File: config.mk
export PLATFORM = sky130hd
export DESIGN_NAME = rlbp_readout_seq
export DESIGN_NICKNAME = d
export VERILOG_FILES = /design/src/rtl/rlbp_pkg.sv /design/src/rtl/rlbp_sync2.sv /design/src/rtl/rlbp_readout_seq.sv
export SDC_FILE = /design/constraint.sdc
export NUM_CORES = 1
export LEC_CHECK = 0
export ABC_CLOCK_PERIOD_IN_PS = 3100
export CAP_MARGIN = 20
export CORE_MARGIN = 2
export CORE_UTILIZATION = 25
export CTS_CLUSTER_DIAMETER = 200
export DETAILED_ROUTE_END_ITERATION = 10
export PLACE_DENSITY_LB_ADDON = 0.05
export SLEW_MARGIN = 20
export SYNTH_ARGS = -nofsm -noshare
export SYNTH_HDL_FRONTEND = slang
export SYNTH_SLANG_ARGS = --single-unit
File: constraint.sdc
create_clock -name wb_clk_i -period 3.1 [get_ports wb_clk_i]
set_clock_uncertainty 0.15 [all_clocks]
set_input_delay 0.775 -clock wb_clk_i [delete_from_list [all_inputs] [get_ports wb_clk_i]]
set_output_delay 0.775 -clock wb_clk_i [all_outputs]
set_load 0.01 [all_outputs]
File: src/rtl/rlbp_pkg.sv
// rlbp_pkg -- shared definitions for the RLBP readout sequencer.
//   state_t      : sequencer FSM states
//   TG_*         : bit positions inside the one-hot transmission-gate bus,
//                  bus order {vref_cmp, ota_sh, cmp_out, sh_out, ota_out}
//   *_DEF        : default photodiode count, phase lengths, t_int width
//   cnt_width()  : width of the shared phase down-counter
//   tg_onehot()  : one-hot TG vector for a given TG bit position
package rlbp_pkg;

  typedef enum logic [3:0] {
    S_IDLE,
    S_SCAN,
    S_GAP,
    S_RST,
    S_INT,
    S_SH,
    S_CMP,
    S_NEXT,
    S_DONE
  } state_t;

  localparam int TG_W        = 5;
  localparam int TG_OTA_OUT  = 0;
  localparam int TG_SH_OUT   = 1;
  localparam int TG_CMP_OUT  = 2;
  localparam int TG_OTA_SH   = 3;
  localparam int TG_VREF_CMP = 4;

  localparam int NPD_DEF   = 12;
  localparam int T_RST_DEF = 8;
  localparam int T_SH_DEF  = 4;
  localparam int T_CMP_DEF = 4;
  localparam int TW_DEF    = 16;

  // One counter serves every phase, so it must hold both the widest fixed
  // phase length and the full integration-time field.
  function automatic int cnt_width(input int tw, input int t_rst,
                                   input int t_sh, input int t_cmp);
    int t_max;
    int w;
    t_max = t_rst;
    if (t_sh > t_max) t_max = t_sh;
    if (t_cmp > t_max) t_max = t_cmp;
    w = (t_max > 1) ? $clog2(t_max) : 1;
    return (tw > w) ? tw : w;
  endfunction

  function automatic logic [TG_W-1:0] tg_onehot(input int bit_idx);
    return TG_W'(1) << bit_idx;
  endfunction

endpackage

File: src/rtl/rlbp_sync2.sv
// rlbp_sync2 -- two-flop synchronizer for the asynchronous comparator output.
//   wb_clk_i : destination clock
//   wb_rst_i : synchronous active-high reset, clears both flops
//   d        : asynchronous input
//   q        : synchronized output (two cycles of latency)
module rlbp_sync2 (
  input  logic wb_clk_i,
  input  logic wb_rst_i,
  input  logic d,
  output logic q
);

  logic meta;

  // NOTE: non-blocking assignments let meta and q update from pre-edge values,
  // giving two real flop stages; blocking here would collapse them into one.
  always_ff @(posedge wb_clk_i) begin
    if (wb_rst_i) begin
      meta <= 1'b0;
      q    <= 1'b0;
    end else begin
      meta <= d;
      q    <= meta;
    end
  end

endmodule

File: src/rtl/rlbp_readout_seq.sv
// rlbp_readout_seq -- sequences one readout frame of the photodiode front end.
// For every enabled photodiode it selects the pd, runs reset -> integrate ->
// sample-hold -> compare with a one-cycle all-off gap before each phase, and
// captures the synchronized comparator bit into the frame code.
//   wb_clk_i, wb_rst_i      : clock, synchronous active-high reset
//   start, abort            : frame start request / immediate frame abort
//   t_int, pd_mask, side_b  : frame config, latched at start
//   vref_sel_i              : reference-select request (sampled only in IDLE)
//   cmp_i                   : asynchronous comparator output
//   sw1, sw2, sh, sh_cmp, sh_rst : analog phase switches
//   pd_a, pd_b              : one-hot photodiode select per side
//   tg_sel                  : one-hot TG controls {vref_cmp,ota_sh,cmp_out,sh_out,ota_out}
//   vref_sel_c              : registered reference select
//   busy, done              : frame in progress / one-cycle completion pulse
//   code                    : last completed frame result
//   idx                     : pixel currently being read
// Every output is a flop; next values are computed from the next state so the
// pins change cleanly on the clock edge. NPD must stay below 16 to fit idx.
module rlbp_readout_seq
  import rlbp_pkg::*;
#(
  parameter int NPD   = NPD_DEF,
  parameter int T_RST = T_RST_DEF,
  parameter int T_SH  = T_SH_DEF,
  parameter int T_CMP = T_CMP_DEF,
  parameter int TW    = TW_DEF
) (
  input  logic            wb_clk_i,
  input  logic            wb_rst_i,
  input  logic            start,
  input  logic            abort,
  input  logic [TW-1:0]   t_int,
  input  logic [NPD-1:0]  pd_mask,
  input  logic            side_b,
  input  logic            vref_sel_i,
  input  logic            cmp_i,
  output logic            sw1,
  output logic            sw2,
  output logic            sh,
  output logic            sh_cmp,
  output logic            sh_rst,
  output logic [NPD-1:0]  pd_a,
  output logic [NPD-1:0]  pd_b,
  output logic [TG_W-1:0] tg_sel,
  output logic            vref_sel_c,
  output logic            busy,
  output logic            done,
  output logic [NPD-1:0]  code,
  output logic [3:0]      idx
);

  localparam int CW = cnt_width(TW, T_RST, T_SH, T_CMP);
  localparam int IW = 4;

  localparam logic [CW-1:0] CNT_ONE   = CW'(1);
  localparam logic [CW-1:0] CNT_RST   = CW'(T_RST - 1);
  localparam logic [CW-1:0] CNT_SH    = CW'(T_SH - 1);
  localparam logic [CW-1:0] CNT_CMP   = CW'(T_CMP - 1);
  localparam logic [IW-1:0] IDX_ONE   = IW'(1);
  localparam logic [IW-1:0] IDX_END   = IW'(NPD);
  localparam logic [TW-1:0] TINT_MIN  = TW'(1);

  // Control state
  state_t         state_q, state_d;
  state_t         phase_q, phase_d;   // phase entered when the current GAP ends
  logic [CW-1:0]  cnt_q, cnt_d;
  logic [TW-1:0]  t_int_q, t_int_d;
  logic [NPD-1:0] mask_q, mask_d;
  logic           side_q, side_d;
  logic [NPD-1:0] work_q, work_d;     // code being assembled this frame

  // Next values of the registered outputs
  logic            sw1_d, sw2_d, sh_d, sh_cmp_d, sh_rst_d;
  logic [NPD-1:0]  pd_a_d, pd_b_d, code_d;
  logic [TG_W-1:0] tg_d;
  logic            vref_d, busy_d, done_d;
  logic [IW-1:0]   idx_d;

  logic           cmp_sync;
  logic [NPD-1:0] pd_sel;

  rlbp_sync2 u_sync (
    .wb_clk_i (wb_clk_i),
    .wb_rst_i (wb_rst_i),
    .d        (cmp_i),
    .q        (cmp_sync)
  );

  assign pd_sel = NPD'(1) << idx;

  // NOTE: every variable gets a default before the case so no path leaves it
  // unassigned; otherwise synthesis infers a latch to hold the old value.
  always_comb begin
    state_d = state_q;
    phase_d = phase_q;
    cnt_d   = cnt_q;
    t_int_d = t_int_q;
    mask_d  = mask_q;
    side_d  = side_q;
    work_d  = work_q;
    pd_a_d  = pd_a;
    pd_b_d  = pd_b;
    code_d  = code;
    vref_d  = vref_sel_c;
    busy_d  = busy;
    done_d  = 1'b0;
    idx_d   = idx;

    unique case (state_q)
      S_IDLE: begin
        vref_d = vref_sel_i;
        if (start && !abort) begin
          t_int_d = (t_int == '0) ? TINT_MIN : t_int;
          mask_d  = pd_mask;
          side_d  = side_b;
          work_d  = '0;
          idx_d   = '0;
          busy_d  = 1'b1;
          state_d = S_SCAN;
        end
      end

      S_SCAN: begin
        if (idx >= IDX_END) begin
          code_d  = work_q;
          done_d  = 1'b1;
          busy_d  = 1'b0;
          state_d = S_DONE;
        end else if (!mask_q[idx]) begin
          work_d[idx] = 1'b0;
          idx_d       = idx + IDX_ONE;
        end else begin
          if (side_q) pd_b_d = pd_sel;
          else        pd_a_d = pd_sel;
          phase_d = S_RST;
          state_d = S_GAP;
        end
      end

      // Load the counter for the phase that follows; the gap itself is one cycle.
      S_GAP: begin
        state_d = phase_q;
        unique case (phase_q)
          S_RST:   cnt_d = CNT_RST;
          S_INT:   cnt_d = CW'(t_int_q) - CNT_ONE;
          S_SH:    cnt_d = CNT_SH;
          default: cnt_d = CNT_CMP;
        endcase
      end

      S_RST: begin
        if (cnt_q == '0) begin
          phase_d = S_INT;
          state_d = S_GAP;
        end else begin
          cnt_d = cnt_q - CNT_ONE;
        end
      end

      S_INT: begin
        if (cnt_q == '0) begin
          phase_d = S_SH;
          state_d = S_GAP;
        end else begin
          cnt_d = cnt_q - CNT_ONE;
        end
      end

      S_SH: begin
        if (cnt_q == '0) begin
          phase_d = S_CMP;
          state_d = S_GAP;
        end else begin
          cnt_d = cnt_q - CNT_ONE;
        end
      end

      // The last compare cycle is the latest sample, giving the comparator and
      // the synchronizer the full phase to settle.
      S_CMP: begin
        if (cnt_q == '0) begin
          work_d[idx] = cmp_sync;
          pd_a_d      = '0;
          pd_b_d      = '0;
          state_d     = S_NEXT;
        end else begin
          cnt_d = cnt_q - CNT_ONE;
        end
      end

      S_NEXT: begin
        idx_d   = idx + IDX_ONE;
        state_d = S_SCAN;
      end

      S_DONE: begin
        state_d = S_IDLE;
      end

      default: begin
        state_d = S_IDLE;
      end
    endcase

    // Abort drops straight back to the reset picture but keeps the last code.
    if (abort && (state_q != S_IDLE)) begin
      state_d = S_IDLE;
      pd_a_d  = '0;
      pd_b_d  = '0;
      vref_d  = 1'b0;
      busy_d  = 1'b0;
      done_d  = 1'b0;
      idx_d   = '0;
    end

    // Phase switches and TG select follow the state being entered.
    sw1_d    = 1'b0;
    sw2_d    = 1'b0;
    sh_d     = 1'b0;
    sh_cmp_d = 1'b0;
    sh_rst_d = 1'b0;
    tg_d     = tg_onehot(TG_OTA_OUT);
    unique case (state_d)
      S_RST: begin
        sh_rst_d = 1'b1;
        sw1_d    = 1'b1;
      end
      S_INT:   sw2_d = 1'b1;
      S_SH: begin
        sh_d = 1'b1;
        tg_d = tg_onehot(TG_OTA_SH);
      end
      S_CMP: begin
        sh_cmp_d = 1'b1;
        tg_d     = tg_onehot(TG_VREF_CMP);
      end
      S_DONE:  tg_d = tg_onehot(TG_SH_OUT);
      default: ;
    endcase
  end

  always_ff @(posedge wb_clk_i) begin
    if (wb_rst_i) begin
      state_q    <= S_IDLE;
      phase_q    <= S_RST;
      cnt_q      <= '0;
      t_int_q    <= TINT_MIN;
      mask_q     <= '0;
      side_q     <= 1'b0;
      work_q     <= '0;
      sw1        <= 1'b0;
      sw2        <= 1'b0;
      sh         <= 1'b0;
      sh_cmp     <= 1'b0;
      sh_rst     <= 1'b0;
      pd_a       <= '0;
      pd_b       <= '0;
      tg_sel     <= tg_onehot(TG_OTA_OUT);
      vref_sel_c <= 1'b0;
      busy       <= 1'b0;
      done       <= 1'b0;
      code       <= '0;
      idx        <= '0;
    end else begin
      state_q    <= state_d;
      phase_q    <= phase_d;
      cnt_q      <= cnt_d;
      t_int_q    <= t_int_d;
      mask_q     <= mask_d;
      side_q     <= side_d;
      work_q     <= work_d;
      sw1        <= sw1_d;
      sw2        <= sw2_d;
      sh         <= sh_d;
      sh_cmp     <= sh_cmp_d;
      sh_rst     <= sh_rst_d;
      pd_a       <= pd_a_d;
      pd_b       <= pd_b_d;
      tg_sel     <= tg_d;
      vref_sel_c <= vref_d;
      busy       <= busy_d;
      done       <= done_d;
      code       <= code_d;
      idx        <= idx_d;
    end
  end

endmodule

# After elaboration in Yosys (flattened, before gate mapping)
# Index checks and enable logic that the tools add are counted.
# word_totals
reg_bits	119
in_bits	35
out_inout_bits	53
elab_cells	133
# op_classes
n_addsub	3
n_lt_le_gt_ge	3
eq_ne	26
shift	1
n_mux	49
n_bitwise	3
n_reduce_logical	27
# op_table
cell	count
2-to-1 mux 12 bit	11
case mux 16 bit (2 select lines)	2
2-to-1 mux 4 bit	14
case mux 12 bit (2 select lines)	2
case mux 12 bit (3 select lines)	1
== test 4 x 3 -> 1 bit (second input constant)	8
logical NOT 16 bit	2
2-to-1 mux 16 bit	2
subtractor 16 x 1 -> 16 bit (second input constant)	2
!= test 2 bit (second input constant)	12
case mux 4 bit (6 select lines)	1
== test 4 x 2 -> 1 bit (second input constant)	4
case mux 4 bit (4 select lines)	1
case mux 5 bit (3 select lines)	1
AND reduction 5 bit	3
bitwise AND 12 bit	1
bitwise mux 12 bit	1
NOT 12 bit	1
case mux 4 bit (3 select lines)	1
<< shifter 1 x 4 -> 12 bit (first input constant)	1
2-to-1 mux 1 bit	9
nonzero test 4 bit	2
AND reduction 2 bit	3
AND reduction 6 bit	1
other kinds (20)	26

# Depth between registers and ports, before layout
# Gate-level depths: netlist of the first run.
# depth
word_depth	9
ltp_mapped	11
ltp_nobuf	8

# By module
# A second synthesis of the first run with hierarchy kept.
# unflattened
cells_unflattened	720
hier_area_um2	5657.9
# by_module_without_submodules
mod	n_inst	cells_per_inst	area_per_inst_um2	seq_area_each_um2
rlbp_readout_seq	1	716	5605.4	2282.2
rlbp_sync2	1	4	52.6	40.0

# Least setup slack after synthesis of the first run
# Ideal clock, no wire load.
# synth_path
path_type	flip-flop to flip-flop
from	register idx[0]
to	register work_q[2]
setup_time_ns	0.135
arrival_ns	2.324
t_required_ns	2.815
setup_slack_ns	0.491
path_stages_with_launch	8
n_path_buf	2
period_less_slack_ns	2.609
path_cell_list	dfxtp_1 clkbuf_1 mux4_2 o311a_1 and2_1 clkbuf_1 o311ai_0 o21ai_0
# synth_between
elab_chain_len	9
word_cells_on_any_way	18
cone_classes	order compare: 3; eq/ne: 2; mux: 9; bitwise: 2; reduce/logical: 2
# synth_lines
element	line_no	rtl
start: declaration	rlbp_readout_seq.sv:49	output logic [3:0] idx
start signal: assignment	rlbp_readout_seq.sv:284	idx <= idx_d;
less-than comparator 4 x 5 -> 1 bit (not written as such) or greater-or-equal comparator 4 x 1 -> 1 bit (tied branches)	rlbp_readout_seq.sv:130, rlbp_readout_seq.sv:182	
logical AND 1 bit (not written as such)	rlbp_readout_seq.sv:130, rlbp_readout_seq.sv:182	
2-to-1 mux 1 bit (not written as such)	rlbp_readout_seq.sv:130, rlbp_readout_seq.sv:182	
demux 1 bit (select 4 bit)	rlbp_readout_seq.sv:130, rlbp_readout_seq.sv:182	
NOT 12 bit (no line)	n/a	
bitwise AND 12 bit (no line)	n/a	
2-to-1 mux 12 bit	rlbp_readout_seq.sv:129	end else if (!mask_q[idx]) begin
2-to-1 mux 12 bit	rlbp_readout_seq.sv:124	if (idx >= IDX_END) begin
case mux 12 bit (3 select lines)	rlbp_readout_seq.sv:109	unique case (state_q)
end signal: assignment	rlbp_readout_seq.sv:271	work_q <= work_d;
end: declaration	rlbp_readout_seq.sv:70	logic [NPD-1:0] work_q, work_d;
# Several ways; a longest one is shown, not always the timed one. The select of a mux whose other input is x is not followed.
# A chain may end at the register's enable or synchronous reset.

# Final worst setup path of the first run
# layout_path
from	register cnt_q[0]
to	register work_q[6]
# layout_between
elab_chain_len	3
# layout_lines
element	line_no	rtl
start: declaration	rlbp_readout_seq.sv:66	logic [CW-1:0] cnt_q, cnt_d;
start signal: assignment	rlbp_readout_seq.sv:267	cnt_q <= cnt_d;
logical NOT 16 bit	rlbp_readout_seq.sv:181	if (cnt_q == '0) begin
!= test 2 bit (no line)	n/a	
AND reduction 5 bit (no line)	n/a	
# No other way between the ends.

==> impl_results.md, run 1 <==
- Final wirelength: 17400 µm
- H-tree levels: 4
- Area contributors post-synth: dfxtp_1 (41%), nand2_1 (9.6%), a21oi_1 (7.9%)
- Setup tns final: 0 ns
- Total congestion overflow: 0
- Vias in the first global route: 5060
- Routability cong.: between 0.7 and 0.8
- Netlist cell types: 60
- Worst slew margin: about half
- DRC violations left: 0
- Core box area: between 20000 and 25000 µm²
- Setup bufs post-CTS: 0
- Unrepaired setup endpoints after global routing: no
- CP Data Arrival Time: between 2 and 3 ns
- Worst min path class: reg -> reg
- Remaining antenna violation count: 0
- Cell Count, Final, Fillers Out: between 1000 and 1500
- Via count: approximately 5200
- Syn nets: 751
- PD cells: approximately 600 nW/µm²
- Reg power frac: a little over a third
- Part of the power in combinational logic: roughly a fifth
- Element type at the critical path start: flip-flop
- Seq/Total Area, Yosys: 41.5%
- Final Util: 33.9%
- CTS Buf Count: 17
- Status: completed
- Ant diodes: 0
- First-pass GRT wire length: ~28000 µm
- Port Buf Inserts: 86
- CTS sink cnt: between 100 and 150
- Nets: approximately 840
- Setup Crit Path Kind: reg -> reg
- Vias/cell: between 4 and 5
- Fin. Hold Viols: 0
- Initial antenna violation count: 0
- NetSw: about 1.4 mW
- Synth Area in Compound Gates: between 15 and 20%
- DP Wirelength: ~13000 µm
- Register Area: approximately 2300 µm²
- Fillers: about 2300
- Largest net degree at the start of global routing: between 40 and 50
- # IOs: 88
- Global routing usage on met1: around 22%
- Post-synthesis instance area: between 5000 and 6000 µm²
- Final Critical Period: around 2.8 ns
- Synth Area in Simple Gates: between 20% and 30%
- Total GRT Usage: 14.8%
- P&R area growth vs syn: 32.7%
- Routing usage on met2: 21.1%
- Met3 GRT Util: about 3.4%
- Crit path required time: 3.25 ns
- Proportion of layout cells with a drive suffix above 1: 10.3%
- Mean area per synthesized cell: between 7 and 8 µm²
- Die Y: roughly 150 µm
- Most frequent cells in the layout: nand2_1 (143), dfxtp_1 (116), a21oi_1 (87)
- Crit path max fanout: 6
- Die width: between 150 and 200 µm
- PostCTS Resize Cnt: 0
- CTS clk-pin slew, worst paths: 0.06 ns
- Crit. End Element: flip-flop
- Slew Viols, Final: 0
- GR peak layer: met1
- Synthesized netlist cell count: about 710
- Placed cell count: 1056
- Adder-Cell Fraction of Synth Area: between 2 and 2.5%
- Switching share of power: between 30% and 40%
- Final setup vio count: 0
- Internal Power: 3.07 mW
- Detailed Route Iter0 Violations: about 330
- Number of max-cap violations: 0
- Clk_lat worst skew: 0.42 ns
- EDFF count, synth: 0
- Initial core utilization: between 20% and 30%
- Multi-input gate area: between 3000 and 4000 µm²
- Worst VDD drop: between 0.0003 and 0.0004 V
- Clk buf depth: 2
- Clock network power share: 43.4%
- Seq cells post-synth: around 120
- Yosys top cell by area: dfxtp_1
- Mux share of post-synthesis cell area: between 6 and 7%
- Highest clock rate: between 300 and 400 MHz
- Synth warnings: 0
- Least-Margin Pin Slew: 0.767 ns
- Leak: ~2.7 nW
- Most common cell after layout, fill and taps aside: nand2_1
- Fin crit share: a little over 90%
- Total Die Area: approximately 24000 µm²
- Hold_buf cts: 0
- Top-area cell type share of the netlist area: 41.5%
- DRT Pass-1 Iters: 5
- Root Buffer: clkbuf_16
- Row count: 54
- Async set-reset flop share out of synthesis: 0%
- Routed wire per std cell: around 16 µm
- CTS tree: built
- Main combinational cell family by area after synthesis: simple AND/OR/NAND/NOR gates
- Most common flop cell mapped by yosys: dfxtp_1
- Post-synthesis xor/xnor area fraction: about 2.2%
sequential cells by signal, indices dropped and copies added (netlist names):
name / flops
cnt_q: 16
t_int_q: 16
code: 12
mask_q: 12
pd_a: 12
pd_b: 12
work_q: 12
idx: 4
state_q: 4
tg_sel: 4
phase_q: 3
busy: 1
done: 1
sh_cmp: 1
sh_rst: 1
side_q: 1
sw2: 1
u_sync.meta: 1
u_sync.q: 1
vref_sel_c: 1
layout make-up:
type	count	area share [%]
multi-input cells	527	40.6
flip-flops and latches	116	31.3
repair buffers	120	15.0
clock buffers	19	6.10
well taps	280	4.72
clock inverters	13	1.65
inverters	13	0.657
per-layer routing:
metal | share of wire, % | wire length, µm
met4 | 1.1 | 199
met3 | 5.5 | 957
met1 | 53 | 9260
met5 | 0 | 0
met2 | 40 | 7010
path summary, 6_finish.rpt:
path	from	end	slack [ns]	depth (start not counted)
worst max-delay path	cnt_q[0]$_SDFFE_PP0P_	work_q[6]$_SDFFE_PP0P_	0.29	9
worst min-delay path	code[3]$_SDFFE_PP0P_	code[3]$_SDFFE_PP0P_	0.30	2
worst max register to register	cnt_q[0]$_SDFFE_PP0P_	work_q[6]$_SDFFE_PP0P_	0.29	9
worst min register to register	code[3]$_SDFFE_PP0P_	code[3]$_SDFFE_PP0P_	0.30	2
synthesized netlist by cell type (all sizes together) (2+ instances only):
library cell,count
a211oi,7
a21boi,2
a21o,3
a21oi,89
a311oi,2
a31o,2
a31oi,6
and2,6
and3,4
buf,13
clkbuf,38
dfxtp,116
ha,9
inv,13
mux2,4
mux2i,27
nand2,143
nand2b,5
nand3,14
nand3b,3
nand4,8
nor2,47
nor2b,6
nor3,12
nor3b,6
nor4,17
nor4b,3
o2111ai,3
o21a,2
o21ai,35
o22ai,4
o2bb2ai,2
o311ai,4
o31ai,6
or2,2
or3,9
or4,9
xnor2,8
xor2,6
kinds of logic after synthesis:
family          Yosys count
compound gates          175
xor+xnor                 14
simple gates            296
flops                   116
buf+inv                  64
mux                      32
other cells               1
fa+ha+maj                 9
power by group through the flow:
stage / logic [mW] / clock network [mW] / registers (mW)
final: 0.891 / 1.93 / 1.62
after global routing: 0.986 / 2.04 / 1.64
after CTS: 0.895 / 1.97 / 1.62
after detailed placement: 0.891 / 0 / 1.66
after global placement: 0.886 / 0 / 1.66
after floorplan: 0.564 / 0 / 1.63
critical path: stages, from the launching register on:
cell,delay [ns]
dfxtp_1,0.33
inv_1,0.10
ha_1,0.15
nor4b_1,0.32
and4_1,0.38
nor2_1,0.08
or4_1,0.62
buf_4,0.22
o31ai_1,0.24
a21oi_1,0.10
per-stage QoR:
stage	setup slack, ns	hold slack [ns]	cell area [µm²]	power (mW)
after global placement	0.0447	0.285	6850	2.54
final	0.291	0.300	7420	4.44
after global routing	0.0964	0.324	7420	4.66
after detailed placement	0.0404	0.290	6850	2.55
after floorplan	0.491	0.264	5600	2.20
after CTS	0.281	0.305	7420	4.49
Power figures use the tool's default switching activity.
==> run 2: changes to the inputs <==
CORE_MARGIN = unset   (was 2)
CTS_CLUSTER_SIZE = 16   (was unset)
==> impl_results.md, run 2 (synthesis gave the netlist of run 1 again) <==
- Final Critical Period: 2.82 ns (+0.0100 ns)
- Least-Margin Pin Slew: 0.729 ns (-0.0381 ns)
- Die Y: 152 µm (-1.3%)
- Proportion of layout cells with a drive suffix above 1: 10.3% (unchanged)
- Post-place instance area: 6850 µm² (unchanged)
- Fin area: 7430 µm² (+0.10%)
- DRT Pass-1 Iters: 5 (unchanged)
- Fin. Hold Viols: 0 (unchanged)
- Element type at the critical path start: flip-flop
- Setup tns final: 0 ns (unchanged)
- Internal Power: 3.09 mW (+0.87%)
- Clock network power share: 43.7% (+0.3 points)
- Crit path required time: 3.25 ns (about the same)
- PD cells: 600 nW/µm² (+0.27%)
- Crit path max fanout: 6 (unchanged)
- Worst slew margin: 51.4% (+2.6 points)
- DP Wirelength: 12500 µm (-1.4%)
- Number of max-cap violations: 0 (unchanged)
- Ant diodes: 0 (unchanged)
- PostCTS Resize Cnt: 0 (unchanged)
- Die width: 152 µm (-1.3%)
- DP Worst Slack: -0.0226 ns (-0.0630 ns)
- CP Data Arrival Time: 2.97 ns (about the same)
- CTS tree: built
- Slew Viols, Final: 0 (unchanged)
- Part of the power in combinational logic: 19.9% (-0.2 points)
- Initial antenna violation count: 0 (unchanged)
- Root Buffer: clkbuf_16
- DRC violations left: 0 (unchanged)
- Status: completed
- Port Buf Inserts: 86 (unchanged)
- Total Die Area: 23000 µm² (-2.6%)
- Routed wire per std cell: 15.8 µm (-1.1%)
- Total congestion overflow: 0 (unchanged)
- CTS clk-pin slew, worst paths: 0.06 ns (about the same)
- Detailed Route Iter0 Violations: 276 (-15%)
- Clk_lat worst skew: 0.42 ns (about the same)
- Hold_buf cts: 0 (unchanged)
- NetSw: 1.36 mW (-0.74%)
- Largest regs: cnt_q x16, t_int_q x16
- Crit. End Element: flip-flop
- Via count: 5298 (+1.2%)
- First-pass GRT wire length: 27000 µm (-3.1%)
- P&R area growth vs syn: 32.8%
- Fin worst setup slack: 0.281 ns (-0.0100 ns)
- H-tree levels: 4 (unchanged)
- Unrepaired setup endpoints after global routing: no
- R2r worst-path depth: 9 (unchanged)
- CTS sink cnt: 116 (unchanged)
- CTS Buf Count: 17 (unchanged)
- Final wirelength: 17200 µm (-1.1%)
- Core box area: 21900 µm² (unchanged)
- Total GRT Usage: 15.6% (+0.80 points)
- Clk buf depth: 2 (unchanged)
- Nets: 839 (unchanged)
- Remaining antenna violation count: 0 (unchanged)
- Most frequent cells in the layout: nand2_1 (143), dfxtp_1 (116), a21oi_1 (87)
- Leak: 2.71 nW (-0.37%)
- Hold Crit Depth: 1 (-1)
- Initial core utilization: 25.6% (unchanged)
- Row count: 54 (unchanged)
- Largest net degree at the start of global routing: 47 (+6.8%)
- Vias/cell: 4.87 (+1.2%)
- Switching share of power: 30.6% (-0.34 points)
- Worst VDD drop: 0.000375 V (+2.4%)
- # IOs: 88 (unchanged)
- Setup Crit Path Kind: reg -> reg
- Final setup vio count: 0 (unchanged)
- Highest clock rate: 355 MHz (-0.36%)
- Worst min path class: reg -> reg
- Fin crit share: 90.9% (+0.32 points)
- Most common cell after layout, fill and taps aside: nand2_1
- Routability cong.: 0.759 (-3.4%)
- Setup bufs post-CTS: 0 (unchanged)
- Vias in the first global route: 4948 (-2.2%)
- Reg power frac: 36.5% (about the same)
## run 2: cell types whose count changed in the layout (fill, tap and decap cells not counted)
cell | before | now
bufinv_16 | 1 | 2
clkbuf_8 | 2 | 0
clkinvlp_4 | 1 | 4
inv_6 | 5 | 3
## run 2: power groups by stage
stage / Combinational, mW / Sequential (mW) / Clock, mW
2_1_floorplan: 0.564 / 1.63 / 0
3_3_place_gp: 0.879 / 1.66 / 0
3_5_place_dp: 0.880 / 1.66 / 0
4_1_cts: 0.886 / 1.62 / 2.01
5_1_grt: 0.976 / 1.63 / 2.08
6_report: 0.886 / 1.62 / 1.95
## run 2: final timing paths
path	startpoint	end	slack, ns
setup / recovery	cnt_q[0]$_SDFFE_PP0P_	work_q[6]$_SDFFE_PP0P_	0.28
hold / removal	u_sync.meta$_SDFF_PP0_	u_sync.q$_SDFF_PP0_	0.30
setup reg to reg	cnt_q[0]$_SDFFE_PP0P_	work_q[6]$_SDFFE_PP0P_	0.28
hold reg to reg	u_sync.meta$_SDFF_PP0_	u_sync.q$_SDFF_PP0_	0.30
## run 2: cell type report
cell class / count / area (µm²)
Tap cell: 280 / 350
Fill cell: 2336 / 14500
Clock buffer: 17 / 425
Sequential cell: 116 / 2320
Multi-Input combinational cell: 527 / 3020
Clock inverter: 15 / 158
Timing Repair Buffer: 120 / 1110
Inverter: 13 / 48.8
## run 2: worst max-delay path, cell delays in order (launching register included)
cell and delay, ns:
dfxtp_1 0.33, inv_1 0.10, ha_1 0.15, nor4b_1 0.34
and4_1 0.38, nor2_1 0.08, or4_1 0.62, buf_4 0.22
o31ai_1 0.23, a21oi_1 0.10
## run 2: metal layers
layer,up-vias,GRT usage [%],routed length [µm],part of all wire (%)
met5,-,0,0,0
met4,0,6.09,265,1.5
met3,16,3.95,942,5.5
met2,148,21.1,6830,40
met1,2461,23.1,9180,53
li1,2673,-,-,-
## run 2: metrics by stage
stage | power, mW | instances | utilization, % | hold slack, ns
3_3_place_gp | 2.54 | 1056 | 31.3 | 0.285
6_report | 4.46 | 1088 | 34.0 | 0.296
2_1_floorplan | 2.20 | 707 | - | 0.264
4_1_cts | 4.52 | 1088 | 34.0 | 0.294
3_5_place_dp | 2.54 | 1056 | 31.3 | 0.284
5_1_grt | 4.69 | 1088 | 34.0 | 0.314
==> run 3: changes to the inputs <==
ABC_CLOCK_PERIOD_IN_PS = 2940   (was 3100)
DONT_BUFFER_PORTS = 1   (was unset)
clock period = 2.94 ns   (was 3.1 ns; I/O delays follow)
==> impl_results.md, run 3 (synthesis gave the netlist of run 1 again) <==
- Most common cell after layout, fill and taps aside: nand2_1
- Final Critical Period: 2.67 ns (-0.147 ns)
- Crit path required time: 3.08 ns (-0.17 ns)
- Ant diodes: 0 (unchanged)
- Part of the power in combinational logic: 17.7% (-2.2 points)
- Clk buf depth: 2 (unchanged)
- First-pass GRT wire length: 27000 µm (unchanged)
- Root Buffer: clkbuf_16
- PD cells: 718 nW/µm² (+20%)
- Total congestion overflow: 0 (unchanged)
- Power Total: 4.77 mW (+7.0%)
- Fin area: 6630 µm² (-11%)
- CP Data Arrival Time: 2.81 ns (-0.16 ns)
- Crit path max fanout: 10 (+4)
- Remaining antenna violation count: 0 (unchanged)
- Hold Crit Depth: 1 (unchanged)
- NetSw: 1.46 mW (+7.4%)
- Total Die Area: 23000 µm² (unchanged)
- Largest net degree at the start of global routing: 71 (+51%)
- Unrepaired setup endpoints after global routing: no
- CTS tree: built
- Worst VDD drop: 0.000347 V (-7.4%)
- H-tree levels: 4 (unchanged)
- Fillers: 2385 (+2.1%)
- Total GRT Usage: 15.6% (+0.033 points)
- DRC violations left: 0 (unchanged)
- Initial core utilization: 25.6% (unchanged)
- Detailed Route Iter0 Violations: 275 (-0.36%)
- Fin crit share: 90.9% (about the same)
- R2r worst-path depth: 8 (-1)
- Fin. Hold Viols: 0 (unchanged)
- Status: completed
- Largest regs: cnt_q x16, t_int_q x16
- CTS Buf Count: 17 (unchanged)
- Post-place instance area: 6010 µm² (-12%)
- Clk_lat worst skew: 0.42 ns (about the same)
- Final wirelength: 17200 µm (about the same)
- Row count: 54 (unchanged)
- Leak: 2.44 nW (-10%)
- DP Wirelength: 12400 µm (-0.74%)
- Reg-to-Reg End: work_q[2]$_SDFFE_PP0P_
- Internal Power: 3.30 mW (+6.7%)
- Proportion of layout cells with a drive suffix above 1: 11.9% (+1.6 points)
- Vias/cell: 5.06 (+3.8%)
- Reg power frac: 35.9% (-0.6 points)
- Port Buf Inserts: 0 (-100%)
- Via count: 5076 (-4.2%)
- Crit. End Element: flip-flop
- Vias in the first global route: 4715 (-4.7%)
- Worst min path class: in -> reg
- P&R area growth vs syn: 18.5%
- CTS sink cnt: 116 (unchanged)
- Hold EP: mask_q[7]$_SDFFE_PP0P_
- Slew Viols, Final: 0 (unchanged)
- Die Y: 152 µm (unchanged)
- Switching share of power: 30.7% (+0.13 points)
- Nets: 755 (-10%)
- Setup Crit Path Kind: reg -> reg
- Number of max-cap violations: 0 (unchanged)
- Highest clock rate: 374 MHz (+5.5%)
- Final Util: 30.3% (-3.6 points)
- Die width: 152 µm (unchanged)
- Element type at the critical path start: flip-flop
- Setup bufs post-CTS: 0 (unchanged)
- Clock network power share: 46.4% (+2.7 points)
- Core box area: 21900 µm² (unchanged)
- # IOs: 88 (unchanged)
- DRT Pass-1 Iters: 5 (unchanged)
- Final setup vio count: 0 (unchanged)
- Setup tns final: 0 ns (unchanged)
- Most frequent cells in the layout: nand2_1 (143), dfxtp_1 (116), a21oi_1 (87)
- Worst slew margin: 56.1% (+4.7 points)
- CTS clk-pin slew, worst paths: 0.06 ns (about the same)
- Initial antenna violation count: 0 (unchanged)
- Hold Crit Start: wb_rst_i
- Routed wire per std cell: 17.2 µm (+8.4%)
- Least-Margin Pin Slew: 0.658 ns (-0.0708 ns)
- R2R setup slack: 0.27 ns (about the same)
- Critical R2R Launch: cnt_q[0]$_SDFFE_PP0P_
- Routability cong.: 0.791 (+4.3%)
[run 3: how the worst max path moves through the flow]
stage / startpoint / end / slack [ns] / cells past startpoint
after floorplan: idx[0]$_SDFFE_PP0P_ / work_q[2]$_SDFFE_PP0P_ / 0.33 / 7
after global placement: cnt_q[0]$_SDFFE_PP0P_ / work_q[9]$_SDFFE_PP0P_ / 0.18 / 8
after detailed placement: cnt_q[0]$_SDFFE_PP0P_ / work_q[2]$_SDFFE_PP0P_ / 0.12 / 8
after CTS: cnt_q[0]$_SDFFE_PP0P_ / work_q[2]$_SDFFE_PP0P_ / 0.11 / 8
after global routing: cnt_q[0]$_SDFFE_PP0P_ / work_q[1]$_SDFFE_PP0P_ / 0.04 / 8
final: cnt_q[0]$_SDFFE_PP0P_ / work_q[2]$_SDFFE_PP0P_ / 0.27 / 8
[run 3: power by group through the flow]
stage,sequential (mW),combinational (mW),clock [mW]
3_3_place_gp,1.75,0.835,0
6_report,1.71,0.844,2.21
2_1_floorplan,1.72,0.595,0
4_1_cts,1.71,0.845,2.27
5_1_grt,1.72,0.946,2.34
3_5_place_dp,1.75,0.841,0
[run 3: critical path: stages, from the launching register on]
cell      delay, ns
dfxtp_1        0.33
inv_1          0.11
ha_1           0.15
nor4b_1        0.27
and4_1         0.37
nor2_1         0.08
or4_4          0.61
o311ai_0       0.34
o21ai_0        0.13
[run 3: cell type report]
type	count	area, µm²	area share (%)
multi-input cells	527	3020	45.5
flip-flops and latches	116	2320	35.0
well taps	280	350	5.28
clock inverters	15	195	2.94
repair buffers	36	270	4.07
inverters	13	48.8	0.736
clock buffers	17	425	6.41
[run 3: stage by stage]
stage	hold slack [ns]	worst slack, ns	instances
5_1_grt	0.215	0.0434	1004
4_1_cts	0.213	0.105	1004
3_5_place_dp	0.290	0.123	972
6_report	0.226	0.267	1004
2_1_floorplan	0.264	0.331	707
3_3_place_gp	0.284	0.179	972
[run 3: routing by layer]
metal | wire length, µm | share of wire [%] | GRT usage (%)
met5 | 0 | 0 | 0
met4 | 189 | 1.1 | 5.35
met3 | 1050 | 6.1 | 3.56
met2 | 6770 | 39 | 21.1
met1 | 9230 | 54 | 23.7
[run 3: repair_timing]
action | in CTS | in global routing
gates resized for setup | 0 | 2
hold buffers | 0 | 0
endpoints found under the setup margin | 0 | 5
